## src/rtl/fpu_pkg.sv

```systemverilog
// Shared FPU definitions: FP32 field layout, rounding-mode encodings, flag bit
// positions and the operand classes used by the float-to-integer converter.
package fpu_pkg;

  localparam int EXP_W = 8;
  localparam int MAN_W = 23;
  localparam int BIAS  = 127;

  localparam logic [1:0] RM_RNE = 2'b00;
  localparam logic [1:0] RM_RTZ = 2'b01;
  localparam logic [1:0] RM_RDN = 2'b10;
  localparam logic [1:0] RM_RUP = 2'b11;

  localparam int FLG_INV = 1;
  localparam int FLG_INX = 0;

  // CLS_BIG marks finite operands whose integer part cannot fit even before rounding.
  typedef enum logic [1:0] {
    CLS_NUM,
    CLS_NAN,
    CLS_INF,
    CLS_BIG
  } ftoi_cls_e;

endpackage

```

## src/rtl/ftoi_round.sv

```systemverilog
// Combinational magnitude rounder for the float-to-integer converter.
// Increments the truncated magnitude according to rm, guard, sticky and sign.
module ftoi_round
  import fpu_pkg::*;
#(
  parameter int W = 33
) (
  input  logic [W-1:0] mag,
  input  logic         guard,
  input  logic         sticky,
  input  logic         sign,
  input  logic [1:0]   rm,
  output logic [W-1:0] rmag,
  output logic         cout
);

  logic inc;

  // Directed modes round the magnitude away from zero only on the side they point to.
  always_comb begin
    inc = 1'b0;
    case (rm)
      RM_RNE:  inc = guard & (sticky | mag[0]);
      RM_RTZ:  inc = 1'b0;
      RM_RDN:  inc = sign & (guard | sticky);
      default: inc = ~sign & (guard | sticky);
    endcase
  end

  assign {cout, rmag} = {1'b0, mag} + {{W{1'b0}}, inc};

endmodule

```

## src/rtl/ftoi_pipe.sv

```systemverilog
// Two-stage pipelined FP32 -> integer converter with valid/ready handshake.
// Define FTOI_FLAGS_EN to add the out_flags port ({invalid, inexact}).
module ftoi_pipe
  import fpu_pkg::*;
#(
  parameter int OUT_W  = 32,
  parameter int SIGNED = 1
) (
  input  logic             clk,
  input  logic             rstn,
  input  logic             in_valid,
  output logic             in_ready,
  input  logic [31:0]      in_x,
  input  logic [1:0]       in_rm,
  output logic             out_valid,
  input  logic             out_ready,
  output logic [OUT_W-1:0] out_y
`ifdef FTOI_FLAGS_EN
  ,
  output logic [1:0]       out_flags
`endif
);

  // One extra integer bit keeps 2^OUT_W representable so overflow is seen after rounding.
  localparam int IW = OUT_W + 1;
  localparam int AW = IW + MAN_W + 1;

  localparam logic [EXP_W:0]   BIG_E    = (EXP_W + 1)'(BIAS + IW);
  localparam logic [EXP_W-1:0] EXP_MAX  = '1;
  localparam logic [EXP_W-1:0] EXP_HALF = EXP_W'(BIAS - 1);

  localparam logic [OUT_W-1:0] MAX_POS = (SIGNED != 0) ? {1'b0, {(OUT_W-1){1'b1}}}
                                                       : {OUT_W{1'b1}};
  localparam logic [OUT_W-1:0] MIN_VAL = (SIGNED != 0) ? {1'b1, {(OUT_W-1){1'b0}}}
                                                       : {OUT_W{1'b0}};
  localparam logic [OUT_W+1:0] POS_LIM = {2'b00, MAX_POS};
  localparam logic [OUT_W+1:0] NEG_LIM = {2'b00, MIN_VAL};

  logic adv;

  logic                 x_sign;
  logic [EXP_W-1:0]     x_exp;
  logic [MAN_W-1:0]     x_man;
  logic [AW-1:0]        x_wide;
  logic [IW-1:0]        a_mag;
  logic                 a_guard;
  logic                 a_sticky;
  ftoi_cls_e            a_cls;

  logic                 s1_valid;
  logic                 s1_sign;
  logic [IW-1:0]        s1_mag;
  logic                 s1_guard;
  logic                 s1_sticky;
  logic [1:0]           s1_rm;
  ftoi_cls_e            s1_cls;

  logic [IW-1:0]        r_mag;
  logic                 r_cout;
  logic [OUT_W+1:0]     full;
  logic                 inv;
  logic [OUT_W-1:0]     y_raw;
  logic [OUT_W-1:0]     y_sat;
  logic [OUT_W-1:0]     y_n;

  assign adv      = ~out_valid | out_ready;
  assign in_ready = adv;

  assign x_sign = in_x[EXP_W+MAN_W];
  assign x_exp  = in_x[EXP_W+MAN_W-1:MAN_W];
  assign x_man  = in_x[MAN_W-1:0];

  // Fixed point with 24 fraction bits: shifting by e-126 puts the 2^-1 weight at bit MAN_W.
  always_comb begin
    a_cls    = CLS_NUM;
    a_mag    = '0;
    a_guard  = 1'b0;
    a_sticky = 1'b0;
    x_wide   = '0;
    if (x_exp == EXP_MAX) begin
      a_cls = (x_man != '0) ? CLS_NAN : CLS_INF;
    end else if ({1'b0, x_exp} >= BIG_E) begin
      a_cls = CLS_BIG;
    end else if (x_exp >= EXP_HALF) begin
      x_wide   = {{IW{1'b0}}, 1'b1, x_man} << (x_exp - EXP_HALF);
      a_mag    = x_wide[AW-1:MAN_W+1];
      a_guard  = x_wide[MAN_W];
      a_sticky = |x_wide[MAN_W-1:0];
    end else begin
      a_sticky = (x_exp != '0) || (x_man != '0);
    end
  end

  always_ff @(posedge clk) begin
    if (adv && in_valid) begin
      s1_sign   <= x_sign;
      s1_mag    <= a_mag;
      s1_guard  <= a_guard;
      s1_sticky <= a_sticky;
      s1_rm     <= in_rm;
      s1_cls    <= a_cls;
    end
  end

  ftoi_round #(
    .W(IW)
  ) u_round (
    .mag    (s1_mag),
    .guard  (s1_guard),
    .sticky (s1_sticky),
    .sign   (s1_sign),
    .rm     (s1_rm),
    .rmag   (r_mag),
    .cout   (r_cout)
  );

  assign full = {r_cout, r_mag};

  // Unsigned builds have MIN_VAL=0, so a negative value rounding to nonzero saturates to 0.
  always_comb begin
    inv   = (s1_cls != CLS_NUM) || (s1_sign ? (full > NEG_LIM) : (full > POS_LIM));
    y_raw = s1_sign ? -full[OUT_W-1:0] : full[OUT_W-1:0];
    y_sat = ((s1_cls == CLS_NAN) || !s1_sign) ? MAX_POS : MIN_VAL;
    y_n   = inv ? y_sat : y_raw;
  end

  always_ff @(posedge clk) begin
    if (!rstn) begin
      s1_valid  <= 1'b0;
      out_valid <= 1'b0;
      out_y     <= '0;
    end else if (adv) begin
      s1_valid  <= in_valid;
      out_valid <= s1_valid;
      if (s1_valid) begin
        out_y <= y_n;
      end
    end
  end

`ifdef FTOI_FLAGS_EN
  logic inx;

  assign inx = (s1_guard | s1_sticky) & ~inv;

  always_ff @(posedge clk) begin
    if (!rstn) begin
      out_flags <= '0;
    end else if (adv && s1_valid) begin
      out_flags[FLG_INV] <= inv;
      out_flags[FLG_INX] <= inx;
    end
  end
`endif

endmodule

```

## config.mk

```make
export PLATFORM = sky130hd
export DESIGN_NAME = ftoi_pipe
export DESIGN_NICKNAME = d
export VERILOG_FILES = /design/src/rtl/fpu_pkg.sv /design/src/rtl/ftoi_round.sv /design/src/rtl/ftoi_pipe.sv
export SDC_FILE = /design/constraint.sdc
export NUM_CORES = 1
export LEC_CHECK = 0
export BUFFER_PORTS_ARGS = -buffer_cell sky130_fd_sc_hd__buf_2
export CAP_MARGIN = 20
export CORE_AREA = 5 5 140 142
export CTS_BUF_LIST = sky130_fd_sc_hd__clkbuf_8
export DETAILED_ROUTE_END_ITERATION = 7
export DIE_AREA = 0 0 145 147
export MAX_ROUTING_LAYER = met4
export RECOVER_POWER = 25
export SLEW_MARGIN = 15
export SYNTH_ARGS = -nofsm -noshare
export SYNTH_HDL_FRONTEND = slang
export SYNTH_HIERARCHICAL = 1
export SYNTH_SLANG_ARGS = --single-unit
```

## constraint.sdc

```tcl
create_clock -name clk -period 4.9 [get_ports clk]
set_input_delay 1.225 -clock clk [delete_from_list [all_inputs] [get_ports clk]]
set_output_delay 1.225 -clock clk [all_outputs]
set_load 0.01 [all_outputs]
```

==> metrics.cfg <==
[sta]
hold_viol = 0
worstMarginPinSlew_ps = 996
max_slew_margin_pct = 33.5
finalCritPeriodShare_pct = 90.5
setup_viol = 0
min_period_ps = 4430
tns_ps = 0
rsz0062_at_grt = no
finalMaxSlewViolations = 0
fin_skew_ps = 10.6
fmax_mhz = 226

[placed_design]
post-dp-hpwl_um = 13600
io_buffers = 71
gp_congestion = 0.939
dp_cells = 1007

[yosys]
syn_area_um2 = 6230
yosys_warnings = 6
async_flop_share_pct = 0
syn_avg_cell_area_um2 = 8.61
synth_edf_count = 40
synth_compound_area_share_pct = 22.0
ys.flop_type = edfxtp_1
synth_top_family_by_area = compound AO/OA/AOI/OAI gates
ys_seq_area_share_pct = 30.2
ys_types = 75
yosys.area_share.simple_pct = 20.9
synth_mux_area_share_pct = 12.4
synthCells = 724
synth_fa_ha_area_share_pct = 0.803
syn-num-nets = 766
ys_ff_latch = 74
synthXorXnorAreaFrac_pct = 9.28

[clock_tree]
ctsLongestPathBuffers = 2
cts.sinks = 74
ctsHoldBuffers = 0
htree_levels = 3
cts_tree = built
cts.clk_slew.worst_paths_ps = 80
clk-insertion-delay-late_ps = 350
cts_buffers = 9
cts_root_buffer = clkbuf_8

[floorplanning]
start_util_pct = 34.0
core-area_um2 = 18300
ios = 72
die_area_um2 = 21300
die_y_um = 147
die_x_um = 145
placement_rows = 50

[route]
drtIter0Drc = 489
dr.pass1.iters = 6
avgViaCountPerCell = 5.68
drc = 0
ant_nets = 0
wirelength_um = 17800
wl_per_cell_um = 17.3
vias = 5824

[global_routing]
grt_pass1_wl_um = 29400
grt.total_usage_pct = 16.8
antenna_found_initial = 0
grt_pass1_vias = 5468
grt-ovfl-total = 0
grt_max_degree = 42

[pwr]
p_per_area_nw_per_um2 = 240
power_leakage_nw = 2.46
ir_worst_vdd_v = 0.000153

[critical_path]
cp-start-kind = register
worstPathMaxFanout = 27
crit_required_ps = 5140
arrival_ps = 4680
setup.worst_path.class = reg -> reg
crit_path_end_kind = register

[layout]
fin_nets = 828
final_cell_mix = nand2_1, nor2_1, xnor2_1, edfxtp_1, buf_2
fin_util_pct = 38.5
syn2layout_area_growth_pct = 13.4
drive_gt1_share_pct = 16.9
final_common_cell = nand2_1
diodes = 0
layoutNonFillerInstCount = 1025

[hold_path]
hp-class = reg -> reg

[flow_run]
drv_cap = 0

[status]
status = completed

==> cells in the mapped netlist, drive strengths merged (19+ instances only) <==
library cell   n  area (um^2)
mux2i         23          230
nand2         90          338
edfxtp        40         1200
dfxtp         34          681
nand3         37          185
mux2          20          225
nor2          46          173
xor2          25          219
xnor2         41          359
a22o          19          166
o21ai         44          220
clkbuf        32          120
a21oi         30          150
o22ai         20          125
==> through the flow <==
step	hold WS, ps	setup WS [ps]	total power [mW]	cell area (um^2)
finish	479	467	1.69	7070
global route	503	115	1.79	7070
CTS	480	158	1.71	7090
detailed placement	462	153	1.24	6900
global placement	457	304	1.24	6890
floorplan	451	625	1.08	6230
==> where the power goes <==
group | switching [mW] | leakage (nW) | internal, mW | total (mW)
Combinational | 0.307 | 1.68 | 0.199 | 0.506
Clock | 0.231 | 0.0932 | 0.234 | 0.464
Sequential | 0.0289 | 0.688 | 0.695 | 0.724
==> state kept, by name, summed over array words and instances, names as in the netlist <==
name,flops
s1_valid,1
s1_rm,2
s1_sticky,1
s1_cls,2
out_y,32
s1_mag,33
out_valid,1
s1_sign,1
s1_guard,1
==> critical path, stage by stage, from the launching register on <==
cell	delay [ps]
edfxtp_1	390
nand2b_1	180
a211oi_1	260
ha_1	230
ha_1	200
and3_1	300
nand3_1	250
nor3_2	180
xor2_1	130
or3_1	440
or3_1	380
o41ai_2	390
nand2_1	140
a2111oi_4	210
buf_4	200
buf_12	160
o211ai_1	100
a22o_1	180
==> repair_timing <==
action | 4_1_cts | 5_1_grt
gates resized for setup | 0 | 2
buffers inserted | 0 | 2
setup endpoints to repair | 0 | 32
==> area by class of cell <==
cell class / instances / area, um^2
multi-input combinational: 584 / 4090
fill: 1925 / 11300
timing repair buffer: 100 / 544
clock buffer: 9 / 124
clock inverter: 7 / 68.8
tap: 234 / 293
sequential: 74 / 1880
inverter: 17 / 63.8
==> cell families (layout without fill, tap and decap cells) <==
| kind of cell | after synthesis | after routing |
|---|---|---|
| and+or+nand+nor | 262 | 262 |
| DFF | 74 | 74 |
| adders and majority gates | 4 | 4 |
| muxes | 57 | 57 |
| AOI/OAI and AO/OA | 195 | 195 |
| buffers and inverters | 66 | 133 |
| xor gates and xnor gates | 66 | 66 |
==> worst paths after layout <==
kind                                start        end  slack (ps)  depth (start not counted)
worst max register to register    s1_sign   out_y[1]         470                         17
worst max-delay path              s1_sign   out_y[1]         470                         17
worst min register to register  out_y[17]  out_y[17]         480                          1
worst min-delay path            out_y[17]  out_y[17]         480                          1
==> per-layer routing <==
metal	GRT usage, %	vias up	part of all wire (%)
li1	-	2875	-
met1	23.5	2703	48
met2	24.9	212	45
met3	2.28	34	5.4
met4	5.93	0	2.5
met5	-	-	0
(Power assumes the default switching activity.)
